### src/rtl/scan_decoder.sv
// Registered N-to-2^N select-line decoder with programmable active level.
// Direct mode decodes CodedInput; scan mode steps a counter through 0..Last.
module scan_decoder #(
  parameter int N          = 3,
  parameter bit ACTIVE_LOW = 1'b1,
  parameter int DIVIDER    = 4
) (
  input  logic              Clk,
  input  logic              Reset,
  input  logic              Enable,
  input  logic              Mode,
  input  logic [N-1:0]      CodedInput,
  input  logic [N-1:0]      Last,
  output logic [2**N-1:0]   DecodedOutput,
  output logic [N-1:0]      Index,
  output logic              Wrap
);

  localparam int            W        = 2**N;
  localparam int            DW       = (DIVIDER > 1) ? $clog2(DIVIDER) : 1;
  localparam logic [DW-1:0] DIV_LAST = DW'(DIVIDER - 1);
  localparam logic [W-1:0]  INACTIVE = ACTIVE_LOW ? {W{1'b1}} : {W{1'b0}};

  function automatic logic [W-1:0] decode(input logic [N-1:0] code);
    logic [W-1:0] one_hot;
    one_hot       = '0;
    one_hot[code] = 1'b1;
    return ACTIVE_LOW ? ~one_hot : one_hot;
  endfunction

  logic [N-1:0]  cnt_q, cnt_d;
  logic [DW-1:0] div_q, div_d;
  logic [W-1:0]  out_q, out_d;
  logic [N-1:0]  index_q, index_d;
  logic          wrap_q, wrap_d;

  always_comb begin
    // NOTE: every signal gets a default first so no path leaves it unassigned (no latches).
    cnt_d   = cnt_q;
    div_d   = div_q;
    out_d   = INACTIVE;
    index_d = index_q;
    wrap_d  = 1'b0;

    if (!Mode) begin
      cnt_d   = '0;
      div_d   = '0;
      index_d = CodedInput;
      if (Enable) out_d = decode(CodedInput);
    end else if (Enable) begin
      if (div_q == DIV_LAST) begin
        div_d  = '0;
        // Comparing with >= makes a Last lowered below the count fold back to 0.
        cnt_d  = (cnt_q < Last) ? cnt_q + 1'b1 : '0;
        wrap_d = (cnt_d == '0) && (cnt_q != '0);
      end else begin
        div_d = div_q + 1'b1;
      end
      index_d = cnt_d;
      out_d   = decode(cnt_d);
    end
  end

  // NOTE: reset is synchronous and active-high, so it is only looked at inside the clocked branch.
  always_ff @(posedge Clk) begin
    if (Reset) begin
      // NOTE: state uses non-blocking assignments so all registers update together at the edge.
      cnt_q   <= '0;
      div_q   <= '0;
      out_q   <= INACTIVE;
      index_q <= '0;
      wrap_q  <= 1'b0;
    end else begin
      cnt_q   <= cnt_d;
      div_q   <= div_d;
      out_q   <= out_d;
      index_q <= index_d;
      wrap_q  <= wrap_d;
    end
  end

  assign DecodedOutput = out_q;
  assign Index         = index_q;
  assign Wrap          = wrap_q;

endmodule
### config.mk
export PLATFORM = sky130hd
export DESIGN_NAME = scan_decoder
export DESIGN_NICKNAME = d
export VERILOG_FILES = /design/src/rtl/scan_decoder.sv
export SDC_FILE = /design/constraint.sdc
export NUM_CORES = 1
export LEC_CHECK = 0
export ABC_AREA = 1
export ABC_CLOCK_PERIOD_IN_PS = 1300
export CORE_UTILIZATION = 43
export CTS_CLUSTER_SIZE = 10
export DETAILED_ROUTE_END_ITERATION = 7
export MAX_ROUTING_LAYER = met4
export PLACE_DENSITY = 0.72
export SYNTH_ARGS = -nofsm -noshare
export SYNTH_HDL_FRONTEND = slang
export SYNTH_SLANG_ARGS = --single-unit
### constraint.sdc
create_clock -name Clk -period 1.3 [get_ports Clk]
set_input_delay 0.26 -clock Clk [delete_from_list [all_inputs] [get_ports Clk]]
set_output_delay 0.26 -clock Clk [all_outputs]
set_load 0.005 [all_outputs]
## After elaboration in Yosys (flattened, before gate mapping)

Index checks and enable logic that the tools add are counted.

| word-level totals | value |
|---|---|
| bits in registers | 17 |
| input port bits | 10 |
| output and inout port bits | 12 |
| logic and storage cells | 40 |

| operators by class | value |
|---|---|
| $add $sub $neg | 2 |
| magnitude comparators | 5 |
| equality and inequality tests | 2 |
| multiplexer cells | 14 |
| bitwise logic cells | 5 |
| reductions and logical operators | 7 |

Operators with widths:

| operator | count |
|---|---|
| $mux W8 | 3 |
| $mux W3 | 6 |
| $not A8 Y8 | 2 |
| $lt A3 B4 Y1 const B | 2 |
| $demux W1 S3 | 2 |
| $ge A3 B1 Y1 const B | 2 |
| $reduce_or A4 Y1 | 1 |
| $add A3 B1 Y3 const B | 1 |
| $logic_and A1 B1 Y1 | 3 |
| $logic_not A3 Y1 | 1 |
| $lt A3 B3 Y1 | 1 |
| $not A1 Y1 | 3 |
| $reduce_bool A3 Y1 | 1 |
| $add A2 B1 Y2 const B | 1 |
| $eq A2 B2 Y1 const B | 1 |
| $mux W1 | 2 |
| $mux W2 | 1 |
| $ne A2 B2 Y1 const B | 1 |
| $reduce_or A2 Y1 | 1 |

## Logic depth before layout (Yosys ltp)

| depth | value |
|---|---|
| word-level depth | 12 |
| depth in mapped cells | 11 |
| depth with buffers taken out | 11 |

## Worst setup path before layout

No wires, ideal clock.

| timing | value |
|---|---|
| kind | register to register |
| start point | register cnt_q[2] |
| end point | register out_q[1] (netlist: DecodedOutput[1]) |
| setup time | 121 ps |
| arrival | 1,217 ps |
| required time | 1,179 ps |
| slack | -37 ps |
| cell stages (with the launch flop) | 8 |
| path buffers | 0 |
| clock period less this slack | 1,337 ps |
| cells stage by stage | dfxtp_1 ha_1 a21oi_4 nand3_2 nand2_2 nand3_2 nand2_2 nand3_1 |

| between the ends | value |
|---|---|
| word-level cells in the longest chain between the ends | 12 |
| elaborated cells on any way between the ends | 14 |
| those cells by class | add/sub (1); order compare (3); mux (8); bitwise (1); reduce/logical (1) |

RTL lines:

| what | RTL line | text |
|---|---|---|
| from (decl) | 31 | `logic [N-1:0] cnt_q, cnt_d;` |
| from (signal assigned) | 74 | `cnt_q <= cnt_d;` |
| $add A3 B1 Y3 or $lt A3 B3 Y1 (tied branches) | 54 | `cnt_d = (cnt_q < Last) ? cnt_q + 1'b1 : '0;` |
| $mux W3 | 54 |  |
| $mux W3 * | 51 | `if (div_q == DIV_LAST) begin` |
| $mux W3 * | 50 | `end else if (Enable) begin` |
| $mux W3 * | 45 | `if (!Mode) begin` |
| $lt A3 B4 Y1 (implied by the code) or $ge A3 B1 Y1 (tied branches) | 27 | `one_hot[code] = 1'b1;` |
| $logic_and A1 B1 Y1 (implied by the code) | 27 |  |
| $mux W1 (implied by the code) | 27 |  |
| $demux W1 S3 * | 27 |  |
| $not A8 Y8 * | 28 | `return ACTIVE_LOW ? ~one_hot : one_hot;` |
| $mux W8 * | 50 |  |
| $mux W8 * | 45 |  |
| to (signal assigned) | 76 | `out_q <= out_d;` |
| to (decl) | 33 | `logic [W-1:0] out_q, out_d;` |

Mark *: on every way between the ends. The rest lies on a longest branch, timed or not. The select of a mux whose other input is x is not followed.
A chain may end at the register's enable or synchronous reset.

## Worst setup path after layout

| timing | value |
|---|---|
| start point | register cnt_q[1] |
| end point | register out_q[3] (netlist: DecodedOutput[3]) |

The elaborated chain is that of the path after synthesis.

==> impl_metrics.json <==
{
  "outcome": "finished, violations left",
  "violations": "negative setup slack",
  "syn_inst": 133,
  "yosys.area.top_type": "dfxtp_1",
  "p_leak_nw": 0.689,
  "final_util": 0.741,
  "die_area_sq_um": 2400,
  "insertion_delay_ps": 280,
  "synth_top_family_by_area": "simple AND/OR/NAND/NOR gates",
  "drt_iter0_drc": 11,
  "powerDensity_nw_per_um2": 669,
  "drive_gt1_frac": 0.411,
  "synth_compound_area_frac": 0.100,
  "cts_buffers": 3,
  "nFillCells": 158,
  "vias": 986,
  "track_usage": 0.222,
  "grt_pass1_wl_um": 3980,
  "worst_slack_ps": -81.5,
  "tightest_slew_ps": 282,
  "synthAdderAreaFrac": 0.0659,
  "vias_per_cell": 4.88,
  "rsz0062_at_grt": "yes",
  "synth_simple_gate_area_share": 0.399,
  "syn_to_final_growth_pct": 57.8,
  "maxSlewHeadroom": 0.811,
  "root_buffer": "clkbuf_4",
  "cp-end-kind": "flip-flop",
  "synth.most_common_cell": "nand2_1",
  "required_ps": 1470,
  "async_reset_ff_frac": 0,
  "netlist.area_leader.share": 0.358,
  "synth_area_leaders": "dfxtp_1 36%, nand2_1 21%, ha_1 6.6%",
  "met3_length_um": 72,
  "synth_area_sq_um": 950,
  "nets": 191,
  "worstSetupPathType": "flip-flop to flip-flop",
  "firstDrtPassIters": 4,
  "wirelength_met1_um": 1080,
  "synth_xor_area_frac": 0,
  "htree_num_levels": 1,
  "p_clk_frac": 0.270,
  "fmax_mhz": 724,
  "ant_nets": 0,
  "min_path_type": "flip-flop to flip-flop",
  "top_layer": "met4",
  "arrival_ps": 1550,
  "path_clk_slew_ps": 90,
  "fin_crit_sh": 1.06,
  "synth_commonest_cells": "53 x nand2_1, 17 x dfxtp_1, 12 x inv_1",
  "hold_viol": 0,
  "grt_max_degree": 10,
  "grt_pass1_vias": 965,
  "n_antenna_cell": 0,
  "syn-num-nets": 148,
  "cts.path.max_buffers": 2,
  "rows": 16,
  "clkSinkCount": 17,
  "postSynthAreaPerCell_sq_um": 7.14,
  "switching_power_w": 0.000257,
  "core_sq_um": 2020,
  "synth_top_flop_cell": "dfxtp_1",
  "skew_ps": 1.27,
  "synthMuxAreaShare": 0,
  "die_height_um": 49.0,
  "drc": 0,
  "routabilityCongestion": 0.920,
  "routed_wl_um": 2440,
  "initial_core_util": 0.470,
  "power.share.switching": 0.257,
  "dr_wl_met2_um": 1260,
  "vdd_ir_drop_max_mv": 0.555,
  "start_kind": "flip-flop",
  "synth_cell_types": 22,
  "timing.max_cap.violations": 0,
  "ios": 22,
  "combPwrFrac": 0.190,
  "wl_per_cell_um": 12.1,
  "seqPwrFrac": 0.539,
  "min_period_ps": 1380,
  "final.setup.tns_ps": -556,
  "synth_edf_count": 0,
  "regArea_sq_um": 349,
  "setup_violations": 10,
  "synth_seq_cells": 17,
  "yosys_warnings": 0,
  "io_buffer_count": 21,
  "antenna_found_initial": 0,
  "dpl.hpwl_um": 1720,
  "slew_violations": 0,
  "seq_area_frac_synth": 0.358,
  "grt_remaining_overflow": 0,
  "cp_max_fo": 3,
  "dieWidth_um": 49.0,
  "cts_tree": "built",
  "multi_input_area_sq_um": 687,
  "power_w": 0.00100,
  "hold_buffers": 0,
  "p_int_w": 0.000746
}
==> registers in the layout (all words and copies together) (netlist names) <==
signal	count
DecodedOutput	8
Index	3
cnt_q	3
div_q	2
Wrap	1
==> layer usage <==
layer,vias to the layer above,track usage
met5,-,-
met2,21,0.398
met1,448,0.245
met4,0,0.0735
li1,513,-
met3,4,0.0436
==> cell type report <==
| type | count | area share |
|---|---|---|
| clock buffers | 4 | 0.0175 |
| inverters | 16 | 0.0401 |
| multi-input cells | 98 | 0.458 |
| flip-flops and latches | 17 | 0.233 |
| well taps | 27 | 0.0225 |
| repair buffers | 40 | 0.229 |
==> layout by cell type (no fill, tap or decap) <==
cell type / synthesis / final
nor2_1: 6 / 6
buf_6: 0 / 2
nand3_4: 0 / 2
dlygate4sd2_1: 0 / 14
a21oi_4: 1 / 1
inv_1: 12 / 9
nand3_1: 8 / 2
clkbuf_4: 0 / 3
dfxtp_1: 17 / 12
nand2_1: 53 / 37
nand4_1: 3 / 3
buf_4: 1 / 17
nand2_2: 4 / 17
ha_1: 5 / 1
nor3_4: 1 / 1
ha_4: 0 / 4
a21oi_1: 5 / 5
dfxtp_2: 0 / 4
nor2_4: 1 / 1
clkdlybuf4s50_1: 0 / 7
nor2_2: 1 / 1
o211ai_1: 2 / 2
nor2_8: 1 / 1
nand3_2: 2 / 6
a2111oi_2: 1 / 1
inv_2: 4 / 7
a22o_1: 1 / 1
o21ai_0: 3 / 1
nand2_4: 0 / 3
o21ai_1: 0 / 2
clkbuf_1: 0 / 1
dfxtp_4: 0 / 1
==> final timing paths <==
kind | startpoint | end | slack, ps | cells past startpoint
setup / recovery | cnt_q[1] | DecodedOutput[3] | -80 | 8
hold / removal | Index[0] | Index[0] | 460 | 2
setup reg to reg | cnt_q[1] | DecodedOutput[3] | -80 | 8
hold reg to reg | Index[0] | Index[0] | 460 | 2
==> critical path: stages (launching register included) <==
cell and delay [ps]:
dfxtp_4 380, buf_6 110, inv_1 70, ha_4 270, nand4_1 100, nand2_2 130, nand2_2 60, nand2_2 90
nand3_2 70
==> stage by stage <==
step           instance area (sq um)  instances  setup WS (ps)  hold WS, ps
6_report                        1500        202          -81.5          461
4_1_cts                         1420        202           -104          462
3_3_place_gp                    1320        196           -474          444
2_1_floorplan                    962        133           31.1          355
3_5_place_dp                    1320        196           -503          451
5_1_grt                         1500        202           -187          499
==> power by group through the flow <==
stage | Clock [W] | Combinational (W) | Sequential (W)
6_report | 0.000271 | 0.000191 | 0.000541
3_5_place_dp | 0 | 0.000181 | 0.000555
3_3_place_gp | 0 | 0.000177 | 0.000554
2_1_floorplan | 0 | 0.0000813 | 0.000556
5_1_grt | 0.000303 | 0.000208 | 0.000543
4_1_cts | 0.000278 | 0.000183 | 0.000543
==> repair_timing <==
action | 4_1_cts | 5_1_grt
gates resized for setup | 38 | 20
setup endpoints to repair | 27 | 15
pin swaps | 21 | 16
setup buffers | 2 | 0
==> kinds of logic (layout without fill, tap and decap cells) <==
| family | Yosys count | in the layout |
|---|---|---|
| adder cells (fa/ha/maj) | 5 | 5 |
| buffers and inverters | 18 | 60 |
| AO/OA/AOI/OAI | 13 | 13 |
| AND/OR/NAND/NOR | 80 | 80 |
| flip-flops | 17 | 17 |
No activity file was read; power rests on OpenSTA's default activity.
